### config.mk
export PLATFORM = sky130hd
export DESIGN_NAME = hazard_scoreboard
export DESIGN_NICKNAME = d
export VERILOG_FILES = /design/src/rtl/hazard_scoreboard.sv
export SDC_FILE = /design/constraint.sdc
export NUM_CORES = 1
export LEC_CHECK = 0
export ABC_CLOCK_PERIOD_IN_PS = 10000
export CORE_ASPECT_RATIO = 0.8
export CORE_MARGIN = 1.5
export CORE_UTILIZATION = 50
export CTS_CLUSTER_SIZE = 20
export DETAILED_ROUTE_END_ITERATION = 7
export PLACE_DENSITY_LB_ADDON = 0.08
export SLEW_MARGIN = 15
export SYNTH_ARGS = -nofsm -noshare
export SYNTH_HDL_FRONTEND = slang
export SYNTH_SLANG_ARGS = --single-unit
### constraint.sdc
create_clock -name clk -period 10 [get_ports clk]
set_clock_uncertainty 0.2 [all_clocks]
set_input_delay 2 -clock clk [delete_from_list [all_inputs] [get_ports clk]]
set_output_delay 2 -clock clk [all_outputs]
set_load 0.005 [all_outputs]
### src/rtl/hazard_scoreboard.sv
// Register hazard scoreboard: a saturating pending-write count per GPR, tracking of the
// load in EX, and a combinational stall that depends on whether the pipeline has bypassing.
module hazard_scoreboard #(
    parameter int FORWARDING = 1
) (
    input  logic        clk,
    input  logic        rst,
    input  logic        issue_valid,
    input  logic [4:0]  issue_rd,
    input  logic        issue_regwrite,
    input  logic        issue_memread,
    input  logic [4:0]  id_rs1,
    input  logic [4:0]  id_rs2,
    input  logic        id_use_rs1,
    input  logic        id_use_rs2,
    input  logic        wb_valid,
    input  logic [4:0]  wb_rd,
    input  logic        flush_valid,
    input  logic [4:0]  flush_rd,
    output logic        stall,
    output logic [31:0] pending_mask,
    output logic        err
);

    logic [1:0] count      [32];
    logic [1:0] count_next [32];
    logic       err_set;
    logic       accept;
    logic       ex_load_valid;
    logic [4:0] ex_load_rd;

    // Returns {error, next_count}. One increment and up to two decrements can land together;
    // the net result is clamped to 0..3, and clamping counts as a protocol error.
    function automatic logic [2:0] next_count(input logic [1:0] cur, input logic inc,
                                              input logic dec_a, input logic dec_b);
        logic [2:0] up;
        logic [2:0] down;
        up   = {1'b0, cur} + {2'b00, inc};
        down = {2'b00, dec_a} + {2'b00, dec_b};
        if (up < down)
            return {1'b1, 2'd0};
        else if ((up - down) > 3'd3)
            return {1'b1, 2'd3};
        else
            return {1'b0, 2'(up - down)};
    endfunction

    // The register file writes before it reads, so a WB that retires the only pending
    // writer of a source is already visible in ID.
    function automatic logic src_hazard(input logic [4:0] rs, input logic used,
                                        input logic [1:0] cnt, input logic wbv,
                                        input logic [4:0] wbr);
        return used && (rs != 5'd0) && (cnt != 2'd0)
               && !(wbv && (wbr == rs) && (cnt == 2'd1));
    endfunction

    assign accept = issue_valid && !stall;

    generate
        if (FORWARDING != 0) begin : g_fwd
            always_comb begin
                stall = ex_load_valid &&
                        ((id_use_rs1 && (id_rs1 == ex_load_rd)) ||
                         (id_use_rs2 && (id_rs2 == ex_load_rd)));
            end
        end else begin : g_nofwd
            always_comb begin
                stall = src_hazard(id_rs1, id_use_rs1, count[id_rs1], wb_valid, wb_rd) ||
                        src_hazard(id_rs2, id_use_rs2, count[id_rs2], wb_valid, wb_rd);
            end
        end
    endgenerate

    always_comb begin
        // NOTE: every signal written here gets a default first, so no path can infer a latch.
        err_set       = 1'b0;
        count_next[0] = 2'd0;
        for (int r = 1; r < 32; r++) begin
            logic [2:0] res;
            res = next_count(count[r],
                             accept && issue_regwrite && (issue_rd == 5'(r)),
                             wb_valid && (wb_rd == 5'(r)),
                             flush_valid && (flush_rd == 5'(r)));
            count_next[r] = res[1:0];
            err_set       = err_set | res[2];
        end
    end

    always_comb begin
        pending_mask[0] = 1'b0;
        for (int r = 1; r < 32; r++)
            pending_mask[r] = (count[r] != 2'd0);
    end

    always_ff @(posedge clk) begin
        // NOTE: state is updated with non-blocking assignments so every reader sees pre-edge values.
        if (rst) begin
            for (int r = 0; r < 32; r++)
                count[r] <= 2'd0;
            ex_load_valid <= 1'b0;
            ex_load_rd    <= 5'd0;
            err           <= 1'b0;
        end else begin
            for (int r = 0; r < 32; r++)
                count[r] <= count_next[r];
            if (err_set)
                err <= 1'b1;
            // A bubble or a squash leaves no load in EX.
            ex_load_valid <= !flush_valid && accept && issue_memread && issue_regwrite
                             && (issue_rd != 5'd0);
            if (accept)
                ex_load_rd <= issue_rd;
        end
    end

endmodule

==> flow_metrics.py <==
metrics = {
    "run_status": {
        "result_of_the_run": "finished clean",
    },
    "setup_path": {
        "cpMaxStageDelayCell": "sky130_fd_sc_hd__clkdlybuf4s50_1",
        "crit_arrival_ns": 3.64,
        "reg2reg_setup_slack_ns": 5.97,
        "critPathCaptureType": "output port",
        "reg2reg_to": "err",
        "depth_of_the_worst_register_to_register_path": 14,
        "kind_of_critical_path": "in -> out",
        "critical_path.reg2reg.startpoint": "ex_load_rd[3]",
        "start_kind": "primary input",
        "critical_path_required_ns": 7.80,
        "peak_per_stage_delay_on_the_critical_path_ns": 0.49,
        "critical_path.most_common_cell": "sky130_fd_sc_hd__clkdlybuf4s50_1",
        "cp_max_fo": 3,
        "critical_path_cell_by_cell": "clkdlybuf4s50_1, xnor2_1, nand4_1, o22ai_2, and2_1, clkdlybuf4s50_1",
        "critical_path.n_buffers_inverters": 2,
        "path_delay_family": "buffers and inverters",
    },
    "clock_network": {
        "clk_pin_slew_ns": 0.05,
        "cts_tree": "done",
        "cts.repair.resized": 0,
        "tritoncts_num_sinks": 69,
        "numCtsBuffers": 9,
        "clock_tree.buffer_depth": 2,
        "clock_tree.htree_level_count": 3,
        "clock_insertion_delay_worst_skew_ns": 0.34,
        "hold_bufs_inserted_after_cts": 0,
        "cts_setup_buffers": 0,
        "cts_root_buf": "sky130_fd_sc_hd__clkbuf_16",
    },
    "global_route": {
        "globalRouteTotalUtil_pct": 27.1,
        "global_route.overflow_total": 0,
        "first_global_vias": 5966,
        "grt_start_max_net_pins": 46,
        "wire_length_of_the_first_global_routing_pass_microns": 30600,
        "number_of_antenna_violations_at_the_first_check_in_global_routing": 0,
    },
    "final_layout": {
        "mostFrequentLayoutCell": "sky130_fd_sc_hd__ha_1",
        "layout.cells.most_common_list": "sky130_fd_sc_hd__ha_1, sky130_fd_sc_hd__inv_1, sky130_fd_sc_hd__dfxtp_1, sky130_fd_sc_hd__clkdlybuf4s50_1, sky130_fd_sc_hd__fa_1",
        "design.final.nets": 1066,
        "drive_gt1_share_pct": 7.29,
        "post_route_cell_area_sq_um": 8260,
        "synthToLayoutAreaGrowth_pct": 15.2,
        "antenna_cells_inserted": 0,
        "post_layout_nonfiller_instances": 1031,
    },
    "run": {
        "drv.max_cap_violation_count": 0,
    },
    "power": {
        "power.leakage_uw": 0.00358,
        "power.ir.vdd_worst_uv": 76.7,
        "power.density_cell_area_nw_per_um2": 95.9,
    },
    "floorplan": {
        "rows": 38,
        "core-area_sq_um": 13800,
        "fp.dieH_microns": 110,
        "dieArea_sq_um": 15100,
        "pin_count": 68,
        "floorplan.initialDensity_pct": 52.0,
        "die_width_microns": 137,
    },
    "min_path": {
        "worst_hold_path.endpoint": "ex_load_rd[4]",
        "min_path_cells": 2,
        "min_path_type": "reg -> reg",
        "hold_start": "ex_load_rd[4]",
    },
    "yosys": {
        "synth_fp_nets": 1005,
        "synth_flop_cell": "sky130_fd_sc_hd__dfxtp_1",
        "ys.warnings.count": 0,
        "synth.area.top_cells": "sky130_fd_sc_hd__ha_1, sky130_fd_sc_hd__dfxtp_1, sky130_fd_sc_hd__fa_1, sky130_fd_sc_hd__inv_1, sky130_fd_sc_hd__xnor2_1",
        "synthCells": 785,
        "post_synth_instance_area_sq_um": 7170,
        "asyncSetResetFlopFracSynth_pct": 0,
        "synth_sequential_area_ratio_pct": 19.3,
        "synthDistinctLibCells": 41,
        "yosys_register_bits": 69,
        "syn-mean-instance-area_sq_um": 9.13,
        "post-synth-top-area-fraction_pct": 21.7,
        "synth-edff-count": 0,
        "yosys.area.top_type": "sky130_fd_sc_hd__ha_1",
    },
    "placed_design": {
        "placed_cells": 1015,
        "detailed_place.area_sq_um": 7980,
        "place_ws_ns": 3.92,
        "dpl.hpwl_microns": 16000,
        "portBuffers": 66,
        "gp_congestion": 0.938,
    },
    "sta": {
        "final_critical_period_ns": 5.84,
        "timing.final.hold_violations": 0,
        "finalCritPeriodShare_pct": 58.4,
        "clock.fmax_mhz": 171,
        "total_negative_setup_slacks_ns": 0,
        "fin_hold_ws_ns": 0.337,
        "setup-violations-final": 0,
        "grt_setup_unrepaired": "false",
        "worst_slew_pin_slew_ns": 0.739,
        "slew_viol_final": 0,
        "relSlewSlack_pct": 50.6,
        "post-route-worst-setup-slack_ns": 4.16,
    },
    "route": {
        "first_pass_iters": 5,
        "drc_errors": 0,
        "wl_per_cell_microns": 18.4,
        "ant_nets": 0,
        "dr_vias_cell": 5.56,
        "detail_route.wirelength_microns": 19000,
        "first_iter_violations": 392,
        "vias": 5734,
    },
}
## layer usage
layer  global-route usage, %  wire length (microns)
met4                    8.27                    392
met2                    42.4                   8240
met1                    37.2                   8880
met5                       0                      0
met3                    6.40                   1490
## how the worst max path moves through the flow
| stage | to | slack [ns] | from | cells past startpoint |
|---|---|---|---|---|
| 2_1_floorplan | err | 4.99 | issue_rd[0] | 12 |
| 3_3_place_gp | err | 3.96 | id_rs2[1] | 15 |
| 3_5_place_dp | err | 3.92 | id_rs2[0] | 15 |
| 4_1_cts | stall | 4.16 | id_rs2[0] | 6 |
| 5_1_grt | err | 4.02 | id_rs2[0] | 15 |
| 6_report | stall | 4.16 | id_rs2[0] | 6 |
## power breakdown
group	leakage, uW	total (uW)	switching, uW	internal (uW)
sequential	0.000561	300	10.5	290
combinational	0.00288	184	96.9	87.1
clock	0.000138	308	128	180
total	0.00358	792	235	557
## synth_stat cells, drive strengths merged, types with 3 or more instances
library cell / n
xnor2: 41
nand4: 18
mux2i: 5
nor4: 10
or2b: 3
inv: 121
a21oi: 59
nand2b: 42
nor2b: 11
or2: 31
dfxtp: 69
ha: 124
buf: 6
nor3: 30
clkbuf: 12
nor2: 54
nand2: 17
nor4b: 10
fa: 62
o31ai: 28
nand3: 14
a211oi: 5
## tightest hold or removal path, delay by kind of cell, from the launching register on
kind             cells  cell delay, ns
flip-flops           1            0.34
AND/OR/NAND/NOR      1            0.08
multiplexers         1            0.06
## sequential cells by signal, indices dropped and copies added, names as in the netlist
name and count:
ex_load_rd 5, err 1, count 62, ex_load_valid 1
## logic make-up (layout without fill, tap and decap cells)
| family | count (synthesis) | count (layout) | synth area share, % |
|---|---|---|---|
| buffers and inverters | 139 | 205 | 7.58 |
| adder cells (fa/ha/maj) | 186 | 186 | 39.0 |
| XOR/XNOR | 41 | 41 | 5.01 |
| flip-flops | 69 | 69 | 19.3 |
| AO/OA/AOI/OAI | 98 | 98 | 8.50 |
| multiplexers | 5 | 5 | 0.698 |
| other | 1 | 1 | 0.0523 |
| AND/OR/NAND/NOR | 246 | 246 | 19.9 |
## layout make-up
cell class                      count  area [sq um]
Fill cell                        1221          5530
Multi-Input combinational cell    577          5240
Sequential cell                    69          1380
Timing Repair Buffer               68           676
Inverter                          121           454
Clock buffer                       12           256
Tap cell                          180           225
Clock inverter                      4          22.5
## stage by stage
stage	power [uW]	utilization (%)
2_1_floorplan	409	-
3_3_place_gp	482	57.9
3_5_place_dp	488	57.9
4_1_cts	797	59.9
5_1_grt	830	59.9
6_report	792	59.9
Note: power is estimated with default switching activity, not from simulation.
